### config.mk
export PLATFORM = sky130hd
export DESIGN_NAME = aec_ref_align
export DESIGN_NICKNAME = d
export VERILOG_FILES = /design/src/rtl/aec_ref_align.sv
export SDC_FILE = /design/constraint.sdc
export NUM_CORES = 1
export LEC_CHECK = 0
export CAP_MARGIN = 40
export CORE_UTILIZATION = 35
export CTS_CLUSTER_SIZE = 16
export DETAILED_ROUTE_END_ITERATION = 10
export GPL_ROUTABILITY_DRIVEN = 0
export SLEW_MARGIN = 15
export SYNTH_ARGS = -nofsm -noshare
export SYNTH_HDL_FRONTEND = slang
export SYNTH_SLANG_ARGS = --single-unit
### constraint.sdc
create_clock -name clk -period 3 [get_ports clk]
set_input_delay 0.45 -clock clk [delete_from_list [all_inputs] [get_ports clk]]
set_output_delay 0.45 -clock clk [all_outputs]
set_load 0.03 [all_outputs]
### src/rtl/aec_ref_align.sv
// Aligns the far-end reference to the microphone stream by a configurable bulk delay.
// Each accepted pair produces one aligned output pair: mic is passed through and spk is delayed.
module aec_ref_align #(
  parameter int DW    = 16,
  parameter int DEPTH = 64,
  parameter int AW    = 6
) (
  input  logic          clk,
  input  logic          reset,
  input  logic          cfg_load,
  input  logic [AW-1:0] delay_cfg,
  input  logic          spk_valid,
  output logic          spk_ready,
  input  logic [DW-1:0] spk_data,
  input  logic          mic_valid,
  output logic          mic_ready,
  input  logic [DW-1:0] mic_data,
  output logic          out_valid,
  input  logic          out_ready,
  output logic [DW-1:0] out_mic,
  output logic [DW-1:0] out_spk,
  output logic          primed
);

  typedef enum logic {IDLE, HOLD} state_t;

  state_t        state;
  logic [DW-1:0] mem [DEPTH];
  logic [AW-1:0] wp, fill, delay_q, rd_addr, fill_inc, fill_n, delay_n;
  logic          in_free, xfer;
  logic [DW-1:0] d, spk_sel;

  assign in_free   = !out_valid || out_ready;
  assign spk_ready = in_free && mic_valid;
  assign mic_ready = in_free && spk_valid;
  assign xfer      = spk_valid && mic_valid && in_free;

  // Read happens before the same-cycle write; delay 0 bypasses the memory entirely.
  assign rd_addr  = wp - delay_q;
  assign d        = (delay_q == '0) ? spk_data : mem[rd_addr];
  assign spk_sel  = (fill >= delay_q) ? d : '0;
  assign fill_inc = (fill == AW'(DEPTH-1)) ? fill : fill + 1'b1;

  // A coincident load wins over the transfer's fill increment.
  always_comb begin
    fill_n  = fill;
    delay_n = delay_q;
    if (xfer)     fill_n = fill_inc;
    if (cfg_load) begin
      fill_n  = '0;
      delay_n = delay_cfg;
    end
  end

  always_ff @(posedge clk) begin
    if (xfer) mem[wp] <= spk_data;
  end

  always_ff @(posedge clk or posedge reset) begin
    if (reset) begin
      state     <= IDLE;
      out_valid <= 1'b0;
      out_mic   <= '0;
      out_spk   <= '0;
      wp        <= '0;
      fill      <= '0;
      delay_q   <= '0;
      primed    <= 1'b1;
    end else begin
      fill    <= fill_n;
      delay_q <= delay_n;
      primed  <= !cfg_load && (fill_n >= delay_n);
      if (xfer) begin
        out_mic <= mic_data;
        out_spk <= spk_sel;
        wp      <= wp + 1'b1;
      end
      case (state)
        IDLE: if (xfer) begin
          state     <= HOLD;
          out_valid <= 1'b1;
        end
        HOLD: if (!xfer && out_ready) begin
          state     <= IDLE;
          out_valid <= 1'b0;
        end
        default: begin
          state     <= IDLE;
          out_valid <= 1'b0;
        end
      endcase
    end
  end

endmodule

# == Word level (Yosys, flattened, before mapping) ==
# Memories as Yosys holds them, arrays and structs flattened.
# Cells that the tools add are included.
# totals
out_inout_bits,36
word_cells,43
n_memories,1
ff_bits,53
ramBits,1024
# op_classes
n_addsub,3
order_cmp,2
bitwise_logic,1
n_reduce_logical,12
muxes,13
eq_ne,3
# mem_list
name,words,width,rd,rd_ports_with_merged_regs,wr,line,text
mem,64,16,1,0,1,28,logic [DW-1:0] mem [DEPTH];
# op_table
op,n
$mux 16,2
$mux 6,4
$add 6x1->6 const B,2
$ge 6x6->1,2
$eq 6x6->1 const B,1
$logic_and 1x1->1,6
$logic_not 6->1,1
$sub 6x6->6,1
$mux 1,5
$pmux 1 s2,2
$logic_not 1->1,3
$ne 2x1->1 const B,1
$ne 2x2->1 const B,1
$reduce_and 2->1,1
$logic_or 1x1->1,1
$not 1->1,1

# == Logic depth before layout (Yosys ltp) ==
# depth
ltp_word,7
mapped_depth,14
depth_no_buf,14

# == Worst setup path after synthesis ==
# OpenSTA, ideal clock, no wires.
# synth_path
kind,register -> register
start,register out_valid
end,register primed
setup_slack_ps,-103
t_required_ps,2912
setup_ps,88
stages_incl_launch_ff,15
t_arrival_ps,3015
path_cell_list,dfrtp_1 > nand2b_1 > and2_1 > nand2_1 > a31oi_1 > xnor2_1 > or2_2 > ha_1 > nand2b_1 > a21o_1 > a21o_1 > a21o_1 > a21o_1 > a21oi_1 > nor2_1
# synth_via
elab_chain_cells,7
# synth_lines
item,line,text
from (decl),18,"output logic out_valid,"
from (signal assigned),62,out_valid <= 1'b0;
from (signal assigned),81,out_valid <= 1'b1;
from (signal assigned),85,out_valid <= 1'b0;
$logic_not 1->1,33,assign in_free = !out_valid || out_ready;
$logic_or 1x1->1,33,
$logic_and 1x1->1,36,assign xfer = spk_valid && mic_valid && in_free;
$mux 6,48,if (xfer) fill_n = fill_inc;
$mux 6,49,if (cfg_load) begin
$ge 6x6->1,72,primed <= !cfg_load && (fill_n >= delay_n);
$logic_and 1x1->1,72,
to (signal assigned),72,
to (decl),22,output logic primed
# No other way between the ends.
# A chain may end at the register's enable or synchronous reset.

# == Worst setup path in the final report ==
# layout_path
start,register wp[0]
end,register out_spk[14]
# layout_via
elab_chain_cells,4
# layout_lines
item,line,text
from (decl),29,"logic [AW-1:0] wp, fill, delay_q, rd_addr, fill_inc, fill_n, delay_n;"
from (signal assigned),76,wp <= wp + 1'b1;
$sub 6x6->6,39,assign rd_addr = wp - delay_q;
$mem_v2 64x16,n/a,
$mux 16,40,assign d = (delay_q == '0) ? spk_data : mem[rd_addr];
$mux 16,41,assign spk_sel = (fill >= delay_q) ? d : '0;
to (signal assigned),75,out_spk <= spk_sel;
to (decl),21,"output logic [DW-1:0] out_spk,"
# No other way between the ends.

==> flow_summary.yaml <==
sta:
  setup-violations-final: 16
  hold_ws_ns: 0.0927
  fin_crit_ns: 3.23
  finalSetupTns_ns: -2.64
  hold_violations: 0
  rsz0062_at_grt: "yes"
  clock.fmax_mhz: 309
  max-slew-margin-rel: 0.454
  worstMarginPinSlew_ns: 0.819
  setup_slack_ns: -0.232
  skew_ns: 0.0348
  period_share: 1.08
  slew_viol_final: 0
grt:
  grt_max_degree: 56
  grt_antenna_before_repair: 3
  grt_usage: 0.179
  grt_first_pass_wirelength_mm: 158
  grt.overflow.total: 0
  grt_pass1_vias: 22500
clock_tree:
  clock_latency_ns: 0.68
  clock-sinks: 1077
  cts_made_buffers: 106
  clk_pin_slew_ns: 0.06
  cts_tree: "built"
  clockBufferDepth: 3
  root_buffer: "clkbuf_16"
  htreeDepth: 3
yosys:
  yosysMostFrequentCell: "edfxtp_1"
  syn_inst: 2030
  yosysTopAreaCellShare: 0.726
  syn_area_um2: 42300
  synth_seq_cells: 1077
  ys.flop_type: "edfxtp_1"
  yosys_warnings: 0
  synth.largest_area_cell: "edfxtp_1"
  mappedNetlistNets: 2094
  synth_edf_count: 1024
  syn_area_per_cell_um2: 20.9
  ys_top_cells_by_count: "edfxtp_1 (1024), mux4_2 (270), nand2_1 (144)"
  synth_cell_type_count: 55
  synthTopCellsByArea: "edfxtp_1 (73%), mux4_2 (14%), dfrtp_1 (3.1%)"
  async_flop_share: 0.0492
  ys_seq_area_frac: 0.758
place:
  port-buffer-count: 79
  dp_cells: 3872
  placed_area_um2: 47500
  dp_hpwl_mm: 69.6
floorplanning:
  die_area_um2: 122000
  ios: 80
  die_w_um: 350
  core_area_um2: 120000
  num_rows: 127
  die_h_um: 350
  start_util: 0.353
drt:
  vias_per_cell: 5.36
  routed_wl_mm: 109
  ant_nets: 0
  initialDrtViolationCount: 2418
  drc_errors: 0
  routed-via-count: 22100
  avgRoutedWirePerCell_um: 26.4
  first_pass_iters: 5
setup_path:
  cp-start-kind: "flop"
  crit_type: "flop to flop"
  r2r_cells: 14
  crit_arrival_ns: 3.79
  r2r_slack_ns: -0.23
  cp_max_fo: 8
  critical_path.endpoint_type: "flop"
  required_ns: 3.56
cells_and_area:
  num-fill-cells: 10100
  drive_gt1_frac: 0.350
  fin_util: 0.437
  layout.cells.non_filler: 4124
  area_growth_pct: 23.8
  final_area_um2: 52400
  finalNetCount: 2486
power_and_ir_drop:
  powerDensity_nw_per_um2: 1070
  leakage_nw: 17.2
  peakVddDrop_mv: 0.680
worst_hold_path:
  hold_class: "input pin to flop"
  whs_path_depth: 1
status:
  outcome: "complete, but fails checks"
  violations: "negative setup slack"
run:
  drv_cap: 0
-- critical path, cell delays in order (launching register included) --
cell	delay [ns]
dfrtp_1	0.36
inv_2	0.06
ha_4	0.16
fa_4	0.47
xnor2_4	0.20
buf_12	0.19
buf_12	0.12
buf_16	0.13
buf_12	0.12
mux4_2	0.54
mux2i_4	0.20
a211oi_2	0.12
nor3_1	0.23
buf_4	0.16
o31ai_2	0.05
-- path summary, 6_finish.rpt --
path / startpoint / endpoint
worst max-delay path: wp[0]$_DFFE_PP0N_ / out_spk[14]$_DFFE_PP0N_
min in group asynchronous: reset / wp[1]$_DFFE_PP0N_
max in group asynchronous: reset / out_spk[2]$_DFFE_PP0N_
worst min register to register: out_mic[9]$_DFFE_PP0N_ / out_mic[9]$_DFFE_PP0N_
worst max register to register: wp[0]$_DFFE_PP0N_ / out_spk[14]$_DFFE_PP0N_
worst min-delay path: spk_data[7] / mem[4][7]$_DFFE_PP_
-- layout make-up --
cell class | instances | area, um2 | share of cell area
clock inverter | 64 | 601 | 0.0115
antenna | 1 | 2.50 | 0.0000478
sequential | 1077 | 32100 | 0.612
inverter | 21 | 78.8 | 0.00150
timing repair buffer | 394 | 4590 | 0.0876
tap | 1612 | 2020 | 0.0385
clock buffer | 133 | 2830 | 0.0540
multi-input combinational | 822 | 10200 | 0.195
-- power by group --
group | switching, W | leakage [nW] | internal (W) | total (W)
registers | 0.000223 | 9.89 | 0.0168 | 0.0170
logic | 0.0129 | 5.60 | 0.0130 | 0.0258
clock network | 0.00556 | 1.67 | 0.00753 | 0.0131
-- registers in the layout (all words and copies together), names as in the netlist --
register and count:
mem 1024, out_mic 16, out_spk 16, delay_q 6
fill 6, wp 6, out_valid 1, primed 1
state 1
-- layout by cell type (no fill, tap or decap), types with 10 or more instances in the layout --
master           instances
mux2_2                  11
nor2_1                  78
buf_6                   16
ha_1                    18
clkinv_2                18
buf_2                   16
nand3_1                 22
inv_1                   19
mux2i_1                 19
buf_4                  190
bufinv_16               10
clkbuf_1                22
clkdlybuf4s50_1         63
nor2b_1                 15
edfxtp_1              1024
and3_1                  11
o31ai_1                 14
nor3_2                  11
a211oi_2                19
o2111ai_4               10
o21ai_0                 19
clkinv_1                26
a21oi_1                 13
mux4_2                 275
dfrtp_1                 52
nand2_1                134
buf_12                  93
clkbuf_16              110
-- cells by family after synthesis --
group,Yosys count,share of synthesized area
fa+ha+maj,20,0.00609
xor+xnor,12,0.00310
compound gates,147,0.0236
mux,323,0.159
flops,1077,0.758
buf+inv,131,0.0173
simple gates,320,0.0332
-- per-layer routing --
layer	routed length [um]	part of all wire	track usage
met1	45300	0.42	0.249
met2	51900	0.48	0.285
met3	8400	0.077	0.0292
met4	3190	0.029	0.0593
met5	13	0.00012	0
-- what timing repair did --
item / CTS / global route
setup endpoints to repair: 16 / 17
setup buffers: 36 / 19
pin swaps: 34 / 25
hold buffers: 0 / 0
hold endpoints to repair: 0 / 0
resized for setup: 133 / 35
cloned: 10 / 2
-- metrics by stage --
step	setup slack [ns]	power (W)
finish	-0.232	0.0559
global route	-0.290	0.0579
CTS	-0.350	0.0556
detailed placement	-0.545	0.0388
global placement	-0.484	0.0386
floorplan	0.00350	0.0302
(Power assumes the default switching activity.)
